File: src/rtl/core_pkg.sv
// Shared types and widths for the RV32 core: datapath widths, ALU/forward/result encodings,
// and the ID/EX pipeline record.
package core_pkg;

  localparam int XLEN   = 32;
  localparam int REG_AW = 5;

  typedef enum logic [2:0] {
    ALU_ADD = 3'b000,
    ALU_SUB = 3'b001,
    ALU_AND = 3'b010,
    ALU_OR  = 3'b011,
    ALU_SLT = 3'b101
  } alu_op_e;

  typedef enum logic [1:0] {
    FWD_REG = 2'b00,
    FWD_WB  = 2'b01,
    FWD_MEM = 2'b10
  } fwd_sel_e;

  typedef enum logic [1:0] {
    RES_ALU = 2'b00,
    RES_MEM = 2'b01,
    RES_PC4 = 2'b10
  } result_src_e;

  // Everything the execute stage keeps from decode; an all-zero record is a bubble.
  typedef struct packed {
    logic [XLEN-1:0]   rd1;
    logic [XLEN-1:0]   rd2;
    logic [XLEN-1:0]   pc;
    logic [XLEN-1:0]   pc_plus4;
    logic [XLEN-1:0]   imm_ext;
    logic [REG_AW-1:0] rs1;
    logic [REG_AW-1:0] rs2;
    logic [REG_AW-1:0] rd;
    logic              reg_write;
    logic              mem_write;
    logic              jump;
    logic              branch;
    logic              alu_src;
    logic [1:0]        result_src;
    logic [2:0]        alu_control;
  } id_ex_t;

endpackage

File: src/rtl/fwd_mux.sv
// 3:1 operand select for the execute stage: register value, WB result or MEM ALU result.
// The reserved select code falls back to the register value.
module fwd_mux
  import core_pkg::*;
(
  input  logic [1:0]      sel,
  input  logic [XLEN-1:0] reg_val,
  input  logic [XLEN-1:0] wb_val,
  input  logic [XLEN-1:0] mem_val,
  output logic [XLEN-1:0] out_val
);

  // Operand select
  always_comb begin
    out_val = reg_val;
    case (sel)
      FWD_WB:  out_val = wb_val;
      FWD_MEM: out_val = mem_val;
      default: out_val = reg_val;
    endcase
  end

endmodule

File: src/rtl/id_ex_stage.sv
// ID/EX pipeline register plus execute-side operand forwarding and branch/jump resolution.
// Forwarding from MEM/WB is built only when IDEX_FORWARD_EN is defined.
module id_ex_stage
  import core_pkg::*;
(
  input  logic              clk,
  input  logic              rst,
  input  logic              StallE,
  input  logic              FlushE,
  input  logic [XLEN-1:0]   RD1D,
  input  logic [XLEN-1:0]   RD2D,
  input  logic [XLEN-1:0]   PCD,
  input  logic [XLEN-1:0]   PCPlus4D,
  input  logic [XLEN-1:0]   ImmExtD,
  input  logic [REG_AW-1:0] Rs1D,
  input  logic [REG_AW-1:0] Rs2D,
  input  logic [REG_AW-1:0] RdD,
  input  logic              RegWriteD,
  input  logic              MemWriteD,
  input  logic              JumpD,
  input  logic              BranchD,
  input  logic              ALUSrcD,
  input  logic [1:0]        ResultSrcD,
  input  logic [2:0]        ALUControlD,
  input  logic [1:0]        ForwardAE,
  input  logic [1:0]        ForwardBE,
  input  logic [XLEN-1:0]   ALUResultM,
  input  logic [XLEN-1:0]   ResultW,
  input  logic              ZeroE,
  output logic [XLEN-1:0]   SrcAE,
  output logic [XLEN-1:0]   SrcBE,
  output logic [2:0]        ALUControlE,
  output logic [XLEN-1:0]   WriteDataE,
  output logic [XLEN-1:0]   PCTargetE,
  output logic [XLEN-1:0]   PCPlus4E,
  output logic [REG_AW-1:0] Rs1E,
  output logic [REG_AW-1:0] Rs2E,
  output logic [REG_AW-1:0] RdE,
  output logic              RegWriteE,
  output logic              MemWriteE,
  output logic [1:0]        ResultSrcE,
  output logic              PCSrcE
);

  id_ex_t            d_s;
  id_ex_t            ex_r;
  logic [1:0]        fwd_sel_a_s;
  logic [1:0]        fwd_sel_b_s;
  logic [XLEN-1:0]   fwd_wb_s;
  logic [XLEN-1:0]   fwd_mem_s;
  logic [XLEN-1:0]   fwd_a_s;
  logic [XLEN-1:0]   fwd_b_s;

  // Gather decode-side fields into one record
  always_comb begin
    d_s             = '0;
    d_s.rd1         = RD1D;
    d_s.rd2         = RD2D;
    d_s.pc          = PCD;
    d_s.pc_plus4    = PCPlus4D;
    d_s.imm_ext     = ImmExtD;
    d_s.rs1         = Rs1D;
    d_s.rs2         = Rs2D;
    d_s.rd          = RdD;
    d_s.reg_write   = RegWriteD;
    d_s.mem_write   = MemWriteD;
    d_s.jump        = JumpD;
    d_s.branch      = BranchD;
    d_s.alu_src     = ALUSrcD;
    d_s.result_src  = ResultSrcD;
    d_s.alu_control = ALUControlD;
  end

  // Pipeline register: reset and flush both load a bubble, and win over stall
  always_ff @(posedge clk) begin
    if (rst) begin
      ex_r <= '0;
    end else if (FlushE) begin
      ex_r <= '0;
    end else if (StallE) begin
      ex_r <= ex_r;
    end else begin
      ex_r <= d_s;
    end
  end

`ifdef IDEX_FORWARD_EN
  assign fwd_sel_a_s = ForwardAE;
  assign fwd_sel_b_s = ForwardBE;
  assign fwd_wb_s    = ResultW;
  assign fwd_mem_s   = ALUResultM;
`else
  // Without forwarding the hazard unit stalls on every RAW hazard, so the
  // forwarding inputs are deliberately left unconnected.
  logic unused_fwd_s;
  assign unused_fwd_s = &{1'b0, ForwardAE, ForwardBE, ALUResultM, ResultW};
  assign fwd_sel_a_s  = FWD_REG;
  assign fwd_sel_b_s  = FWD_REG;
  assign fwd_wb_s     = '0;
  assign fwd_mem_s    = '0;
`endif

  fwd_mux u_fwd_a (
    .sel     (fwd_sel_a_s),
    .reg_val (ex_r.rd1),
    .wb_val  (fwd_wb_s),
    .mem_val (fwd_mem_s),
    .out_val (fwd_a_s)
  );

  fwd_mux u_fwd_b (
    .sel     (fwd_sel_b_s),
    .reg_val (ex_r.rd2),
    .wb_val  (fwd_wb_s),
    .mem_val (fwd_mem_s),
    .out_val (fwd_b_s)
  );

  assign SrcAE       = fwd_a_s;
  assign WriteDataE  = fwd_b_s;
  assign SrcBE       = ex_r.alu_src ? ex_r.imm_ext : fwd_b_s;
  // Target wraps modulo 2^XLEN; carry out is dropped
  assign PCTargetE   = ex_r.pc + ex_r.imm_ext;
  assign PCSrcE      = ex_r.jump | (ex_r.branch & ZeroE);
  assign ALUControlE = ex_r.alu_control;
  assign PCPlus4E    = ex_r.pc_plus4;
  assign Rs1E        = ex_r.rs1;
  assign Rs2E        = ex_r.rs2;
  assign RdE         = ex_r.rd;
  assign RegWriteE   = ex_r.reg_write;
  assign MemWriteE   = ex_r.mem_write;
  assign ResultSrcE  = ex_r.result_src;

endmodule
File: config.mk
export PLATFORM = sky130hd
export DESIGN_NAME = id_ex_stage
export DESIGN_NICKNAME = d
export VERILOG_FILES = /design/src/rtl/core_pkg.sv /design/src/rtl/fwd_mux.sv /design/src/rtl/id_ex_stage.sv
export SDC_FILE = /design/constraint.sdc
export NUM_CORES = 1
export LEC_CHECK = 0
export ABC_AREA = 1
export ABC_CLOCK_PERIOD_IN_PS = 2700
export CORE_AREA = 2 2 169 171
export DETAILED_ROUTE_END_ITERATION = 12
export DIE_AREA = 0 0 171 173
export PLACE_DENSITY = 0.71
export SLEW_MARGIN = 20
export SYNTH_ARGS = -nofsm -noshare
export SYNTH_HDL_FRONTEND = slang
export SYNTH_SLANG_ARGS = --single-unit
File: constraint.sdc
create_clock -name clk -period 2.7 [get_ports clk]
set_input_delay 0.54 -clock clk [delete_from_list [all_inputs] [get_ports clk]]
set_output_delay 0.54 -clock clk [all_outputs]
set_load 0.01 [all_outputs]
==> out/results.tsv, run 1 <==
metric	value	unit
DR vias/cell	4.70	
cell-by-cell trace of the critical path	ha_4 -> fa_2 -> nand3_2 -> nand3_2 -> nand2_2 -> nand2_4 -> buf_6 -> nand3_2 -> nand3_1 -> nand2_1 -> nand2_1 -> buf_6	
CP Launch Type	flip-flop	
failing checks	negative setup slack	
# rows	61	
Final Hold Fails	0	
fraction of layout cells with a size suffix above 1	0.143	
Leak	6.17	nW
endpoint type of the worst setup path	primary output	
Max stage delay on crit path	420	ps
Worst-path clk slew	80	ps
Max-Cap Viols	0	
DRC Markers	0	
Final Critical Period	2770	ps
overall power	6.55	mW
Hold-fix buffers, CTS	0	
number of synthesized flops with an enable pin	0	
Die H	173	um
setup violators final	5	
global-route wire length before repair	49800	um
Synthesis Warnings	0	
RSZ-0062 raised after global routing	true	
placed insts	2083	
IO buf count	372	
Syn Area/Cell	6.67	um^2
Via Count	9969	
top post-synthesis cells by area	dfxtp_1, nand2_1, buf_4	
worst-path fanout max	3	
# clock sinks	185	
Boundary Pins	441	
Worst-Skew Late Latency	440	ps
drt first-iter violations	778	
Min-Delay Path Class	reg -> reg	
CTS tree	built	
Synth top cells by count	nand2_1, dfxtp_1, a21oi_1	
area grow syn2layout	47.0	%
Synth Net Count	1772	
initial antenna violation count	6	
die footprint	29600	um^2
asr flop ratio synth	0	
nets	2019	
largest net degree at the start of global routing	93	
crit share post-route	1.02	
root buf cell	clkbuf_16	
routed len/inst	15.5	um
vias in the first global route	9567	
GP Congestion	0.916	
global route total overflow	0	
Core Area	27600	um^2
crit-path most repeated cell	nand3_2	
PwrDens	450	nW/um^2
most numerous cell in the Yosys netlist	nand2_1	
Slew Viols, Final	0	
Yosys cell types	25	
cell accounting for the most synthesized area	dfxtp_1	
DP Worst Slack	-125	ps
Worst EP arrival	2230	ps
Cell Count, Final, Fillers Out	2123	
Synth top area share	0.374	
CTS Buf Count	17	
WS Path Type	reg -> out	
Min Hold Slack	466	ps
most common flop cell mapped by yosys	dfxtp_1	
synthesized instance count	1482	
post-DP HPWL	24000	um
slowest CP cell	fa_2	
starting density of the core	0.358	
Post-DRT Antenna Nets	0	
f_max	362	MHz
clock buffer depth	2	
Final WS setup	-65.9	ps
GRT Total Usage	0.214	
DRT Pass-1 Iters	6	
Worst Path Required	2160	ps
worst slew pin tran	505	ps
Seq cells post-synth	185	
final WL	33000	um
skew final	0	ps
Worst slew margin	0.663	
run status	finished with violations	
synthesized area	9890	um^2
Seq/Total Area, Yosys	0.374	
worst vdd ir	0.394	mV
H-tree depth	4	
die width	171	um
==> layout make-up <==
class,count,area (um^2)
Multi-Input combinational cell,968,5130
Fill cell,2673,13100
Sequential cell,185,3760
Tap cell,378,473
Clock inverter,15,180
Clock buffer,17,425
Antenna cell,3,7.51
Inverter,145,547
Timing Repair Buffer,412,4020
==> layer usage <==
layer,global-route usage,vias up,share of wire
met5,0,-,0.0012
met4,0.0749,6,0.027
met3,0.0618,67,0.066
met2,0.365,327,0.49
met1,0.254,4567,0.42
li1,-,5002,-
==> metrics by stage <==
stage | cell area, um^2 | utilization | setup TNS, ps
floorplan | 9890 | - | 0
global placement | 13300 | 0.480 | -472
detailed placement | 13300 | 0.480 | -794
CTS | 14300 | 0.518 | -144
global route | 14500 | 0.526 | -916
finish | 14500 | 0.526 | -209
==> cell usage in the layout (no fill, tap or decap), types with 17 or more instances in the layout <==
cell type / instances
nand2_1: 530
clkdlybuf4s50_1: 341
dfxtp_2: 28
nor2_1: 58
a211oi_1: 32
dfxtp_1: 150
a21oi_1: 162
clkbuf_16: 17
ha_4: 29
inv_1: 141
nand2_2: 34
o21ai_0: 32
buf_4: 31
==> state kept, by name, indices dropped and copies added, names as in the netlist, 2 cells and up <==
register,count
ex_r,131
PCPlus4E,32
RdE,5
Rs1E,5
Rs2E,5
ALUControlE,3
ResultSrcE,2
==> cells by family (layout without fill, tap and decap cells) <==
| logic type | after synthesis | count (layout) | share of synthesized area |
|---|---|---|---|
| fa+ha+maj | 32 | 32 | 0.0412 |
| other cells | 0 | 3 | 0 |
| xor+xnor | 16 | 16 | 0.0142 |
| flops | 185 | 185 | 0.374 |
| buf+inv | 329 | 589 | 0.174 |
| compound gates | 241 | 241 | 0.131 |
| simple gates | 679 | 679 | 0.266 |
==> worst max-delay path: cells and delay by family, from the launching register on <==
family                     cells  cell delay, ps
buffers and inverters          2             270
adders and majority gates      2             600
and+or+nand+nor                8             590
DFF                            1             340
==> worst paths after layout <==
check	from	end	slack [ps]	depth (start not counted)
worst max register to register	ex_r[5]	ex_r[5]	1570	3
worst min register to register	ex_r[173]	ex_r[173]	470	2
worst max-delay path	ex_r[25]	PCTargetE[24]	-70	12
worst min-delay path	ex_r[173]	ex_r[173]	470	2
==> where the power goes <==
group | internal, mW | leakage (nW) | switching (mW)
clock | 1.34 | 0.295 | 1.27
combinational | 0.580 | 4.34 | 0.472
sequential | 2.82 | 1.53 | 0.0737
==> what timing repair did <==
item,4_1_cts,5_1_grt
setup endpoints to repair,30,24
pin swaps,13,20
resized for setup,181,80
setup buffers,0,5
No activity file was read; power rests on OpenSTA's default activity.
==> run 2: changes to the inputs <==
- CAP_MARGIN: default -> 20
- RECOVER_POWER: default -> 25
==> run 2 against run 1 <==
  * Total power is essentially flat
  * Final area shrank 0.29%
  * The flow still finishes with violations (negative setup slack)
  * Flip-flop and latch count is the same
  * Die area is the same
  * Final cell count is the same
  * Combinational power is essentially flat
  * Count of clock-buffer cells in the layout is the same
  * Via count grew 0.10%
  * Critical endpoint unchanged
  * Sequential share of layout area grew 0.076 points
  * Worst hold slack is essentially flat
==> out/results.tsv, run 2 (synthesized netlist as in run 1, its figures left out) <==
metric	value	unit	change
TNS Setup	-218	ps	-8.73 ps
endpoint type of the worst setup path	primary output		
Final Critical Period	2770	ps	+7.91 ps
Cell Count, Final, Fillers Out	2123		unchanged
Min-Delay Path Class	reg -> reg		
IO buf count	372		unchanged
Worst-path clk slew	80	ps	about the same
Final Hold Fails	0		unchanged
area of the multi-input gates	5130	um^2	unchanged
root buf cell	clkbuf_16		
Slew Viols, Final	0		unchanged
GP Congestion	0.916		unchanged
most frequent cells in the layout	nand2_1, clkdlybuf4s50_1, a21oi_1, dfxtp_1, inv_1		
run status	finished with violations		
commonest non-fill, non-tap cell in the layout	nand2_1		
f_max	361	MHz	-0.29%
fillers	2679		+0.22%
drt first-iter violations	773		-0.64%
DRC Markers	0		unchanged
worst vdd ir	0.394	mV	about the same
failing checks	negative setup slack		
WS Path Type	reg -> out		
CP Launch Type	flip-flop		
vias in the first global route	9567		unchanged
DR vias/cell	4.70		+0.10%
slowest CP cell	fa_2		
setup violators final	5		unchanged
Top reg by flops	ex_r		
Worst slew margin	0.155		-0.508
DRT Pass-1 Iters	6		unchanged
Boundary Pins	441		unchanged
worst slew pin tran	1270	ps	+762 ps
# rows	61		unchanged
PwrDens	451	nW/um^2	+0.21%
Final WS setup	-73.8	ps	-7.91 ps
RSZ-0062 raised after global routing	true		
post-DP HPWL	24000	um	unchanged
crit-path most repeated cell	nand3_2		
crit share post-route	1.03		+0.00293
Via Count	9979		+0.10%
Die H	173	um	unchanged
DP Worst Slack	-125	ps	unchanged
Worst EP arrival	2230	ps	about the same
max FFs per register	131		unchanged
cell-by-cell trace of the critical path	ha_4 -> fa_2 -> nand3_2 -> nand3_2 -> nand2_2 -> nand2_4 -> buf_6 -> nand3_2 -> nand3_1 -> nand2_1 -> nand2_1 -> buf_6		
final WL	33000	um	+0.12%
family with the most delay on the worst path	adder cells		
area grow syn2layout	46.6	%	
global route total overflow	0		unchanged
GRT Total Usage	0.214		unchanged
placed insts	2083		unchanged
nets	2019		unchanged
Worst Path Required	2160	ps	about the same
clock buffer depth	2		unchanged
CTS tree	built		
Worst-Skew Late Latency	440	ps	about the same
Leak	6.15	nW	-0.24%
CTS Buf Count	17		unchanged
# clock sinks	185		unchanged
H-tree depth	4		unchanged
initial antenna violation count	6		unchanged
starting density of the core	0.358		unchanged
Min Hold Slack	466	ps	+0.00200 ps
skew final	0	ps	unchanged
Reg area	3760	um^2	unchanged
Post-DRT Antenna Nets	0		unchanged
Hold-fix buffers, CTS	0		unchanged
fraction of layout cells with a size suffix above 1	0.143		unchanged
largest net degree at the start of global routing	93		unchanged
die width	171	um	unchanged
Max-Cap Viols	0		unchanged
global-route wire length before repair	49800	um	unchanged
Max stage delay on crit path	420	ps	about the same
Buffers & Inverters on Critical Path	2		unchanged
Core Area	27600	um^2	unchanged
die footprint	29600	um^2	unchanged
routed len/inst	15.5	um	+0.12%
worst-path fanout max	3		unchanged
## run 2: power by group
group,internal (mW),switching [mW]
clock network,1.34,1.27
logic,0.575,0.471
registers,2.82,0.0736
total,4.73,1.82
## run 2: worst paths after layout
| path | start | endpoint | slack, ps | depth (start not counted) |
|---|---|---|---|---|
| setup reg to reg | ex_r[5] | ex_r[5] | 1550 | 3 |
| hold / removal | ex_r[173] | ex_r[173] | 470 | 2 |
| setup / recovery | ex_r[25] | PCTargetE[24] | -70 | 12 |
| hold reg to reg | ex_r[173] | ex_r[173] | 470 | 2 |
## run 2: worst reg2reg max path: stages (launching register included)
cell     delay [ps]
dfxtp_2         610
buf_4           250
nand2_1          60
a21oi_1         170
## run 2: metrics by stage
| stage | utilization | power, mW | instance area, um^2 |
|---|---|---|---|
| 2_1_floorplan | - | 3.41 | 9890 |
| 3_3_place_gp | 0.480 | 3.96 | 13300 |
| 3_5_place_dp | 0.480 | 3.97 | 13300 |
| 4_1_cts | 0.518 | 6.60 | 14300 |
| 5_1_grt | 0.525 | 6.80 | 14500 |
| 6_report | 0.525 | 6.54 | 14500 |
## run 2: cell type report
class                   instances  area share
diodes                          3    0.000518
clock buffers                  17      0.0293
clock inverters                15      0.0124
inverters                     145      0.0375
multi-input cells             968       0.354
flip-flops and latches        185       0.260
well taps                     378      0.0326
repair buffers                412       0.274
## run 2: timing repair
item,in CTS,in global routing
resized for setup,181,80
pin swaps,13,20
setup endpoints to repair,30,24
setup buffers,0,5
## run 2: metal layers
layer / global-route usage / vias up / part of all wire
li1: - / 5002 / -
met1: 0.254 / 4595 / 0.42
met2: 0.365 / 315 / 0.49
met3: 0.0618 / 61 / 0.067
met4: 0.0749 / 6 / 0.026
met5: 0 / - / 0.0012
==> run 3: changes to the inputs <==
- GPL_TIMING_DRIVEN: default -> 0
- PLACE_DENSITY: 0.71 -> 0.67
==> run 3 against run 2 <==
  * The flow still finishes with violations (negative setup slack)
  * Register-to-register slack better by 250 ps
  * Global-route usage up 3.2 points
  * Critical path depth up 1
  * First-iteration DRC count down 32%
  * Count of clock-buffer cells in the layout up 1
  * Largest power group unchanged
  * Highest routed layer unchanged
==> out/results.tsv, run 3 (synthesized netlist as in run 1, its figures left out) <==
metric	value	unit	change
initial antenna violation count	3		-3
area grow syn2layout	56.2	%	
Critical path origin	ex_r[89]		
r2r startpoint	ex_r[5]		
DR vias/cell	4.59		-2.4%
Final WS setup	-90.8	ps	-17.0 ps
root buf cell	clkbuf_16		
reg-to-reg endpoint	ex_r[5]		
Min-Delay Path Class	reg -> reg		
IO buf count	372		unchanged
crit share post-route	1.03		+0.00631
Worst Reg-to-Reg Cells	3		unchanged
Max stage delay on crit path	420	ps	about the same
family with the most delay on the worst path	simple AND/OR/NAND/NOR gates		
setup violators final	7		+2
commonest non-fill, non-tap cell in the layout	nand2_1		
post-DP HPWL	29000	um	+21%
Leak	6.84	nW	+11%
failing checks	negative setup slack		
f_max	358	MHz	-0.61%
Worst Path Required	2160	ps	about the same
global route total overflow	0		unchanged
CP Depth	13		+1
RSZ-0062 raised after global routing	true		
worst slew pin tran	679	ps	-588 ps
starting density of the core	0.358		unchanged
die footprint	29600	um^2	unchanged
max FFs per register	131		unchanged
GP Congestion	0.889		-2.9%
fin util	0.559		+0.0346
run status	finished with violations		
GRT Total Usage	0.246		+0.0321
R2R Setup Slk	1800	ps	+250 ps
CTS Buf Count	17		unchanged
# clock sinks	185		unchanged
Top reg by flops	ex_r		
Core Area	27600	um^2	unchanged
CP Launch Type	flip-flop		
most frequent cells in the layout	nand2_1, clkdlybuf4s50_1, a21oi_1, dfxtp_1, inv_1		
TNS Setup	-391	ps	-173 ps
die width	171	um	unchanged
DRT Pass-1 Iters	5		-1
vias in the first global route	10200		+6.2%
Via Count	10500		+5.0%
Final Hold Fails	0		unchanged
met3 Use GR	0.0703		+0.00847
crit path to	PCTargetE[28]		
clock buffer depth	2		unchanged
endpoint type of the worst setup path	primary output		
GR peak layer	met2		
worst vdd ir	0.410	mV	+4.0%
fraction of layout cells with a size suffix above 1	0.195		+0.0518
Boundary Pins	441		unchanged
Slew Viols, Final	0		unchanged
global routing usage on met1	0.285		+0.0314
# rows	61		unchanged
Worst-Skew Late Latency	440	ps	about the same
Post-DRT Antenna Nets	0		unchanged
overall power	6.59	mW	+0.78%
Die H	173	um	unchanged
Final Critical Period	2790	ps	+17.0 ps
cell-by-cell trace of the critical path	ha_4 -> fa_2 -> nand3_2 -> nand3_2 -> nand2_2 -> nand2_4 -> nand2_4 -> nand2_4 -> nand2_2 -> nand2_1 -> nand2_1 -> nand2_1 -> buf_2		
skew final	0	ps	unchanged
PwrDens	427	nW/um^2	-5.4%
slowest CP cell	fa_2		
final WL	36800	um	+11%
CTS tree	built		
worst-path fanout max	4		+1
met2 track demand over resource	0.431		+0.0667
WS Path Type	reg -> out		
Worst-path clk slew	80	ps	about the same
DRC Markers	0		unchanged
nets	2182		+8.1%
H-tree depth	4		unchanged
drt first-iter violations	523		-32%
global-route wire length before repair	56100	um	+13%
largest net degree at the start of global routing	19		-80%
Worst EP arrival	2250	ps	+20 ps
routed len/inst	16.1	um	+3.6%
Max-Cap Viols	0		unchanged
Worst slew margin	0.547		+0.392
Buffers & Inverters on Critical Path	1		-1
[run 3: how the worst min path moves through the flow]
| stage | startpoint | cells past startpoint | slack [ps] | end |
|---|---|---|---|---|
| final | ex_r[180] | 2 | 460 | ex_r[180] |
| after global placement | ex_r[173] | 2 | 450 | ex_r[173] |
| after detailed placement | ex_r[177] | 2 | 460 | ex_r[177] |
| after CTS | ex_r[172] | 2 | 470 | ex_r[172] |
| after global routing | ex_r[177] | 2 | 480 | ex_r[177] |
| after floorplan | ex_r[173] | 2 | 440 | ex_r[173] |
[run 3: where the power goes]
| group | internal (mW) | total (mW) | switching, mW |
|---|---|---|---|
| clock network | 1.34 | 2.55 | 1.21 |
| logic | 0.641 | 1.16 | 0.520 |
| registers | 2.82 | 2.89 | 0.0700 |
[run 3: timing repair]
| item | 4_1_cts | 5_1_grt |
|---|---|---|
| gates resized for setup | 184 | 87 |
| setup buffers | 8 | 12 |
| hold buffers | 0 | 0 |
| endpoints found under the setup margin | 63 | 31 |
| pin swaps | 11 | 33 |
[run 3: metrics by stage]
step / hold slack [ps] / cells / area [um^2] / setup WS, ps
after CTS: 466 / 2272 / 15200 / -215
after detailed placement: 455 / 2232 / 14100 / -352
final: 464 / 2284 / 15500 / -90.8
after floorplan: 437 / 1482 / 9890 / 497
after global placement: 449 / 2232 / 14100 / -332
after global routing: 479 / 2284 / 15500 / -210
[run 3: worst reg2reg max path: stages, from the launching register on]
cell and delay, ps:
dfxtp_1 350, clkbuf_4 250, nand2_1 80, a21oi_1 160
[run 3: area by class of cell]
type	instances	area, um^2
Multi-Input combinational cell	968	5130
Fill cell	2686	12200
Inverter	145	544
Tap cell	378	473
Timing Repair Buffer	391	3770
Sequential cell	185	3770
Clock buffer	18	439
Buffer	184	1170
Clock inverter	14	151
Antenna cell	1	2.50
[run 3: routing by layer]
metal  vias up  routed length, um
li1       5339                  -
met1      4776              14900
met2       298              18300
met3        60               2540
met4         2               1010
met5         -                 13
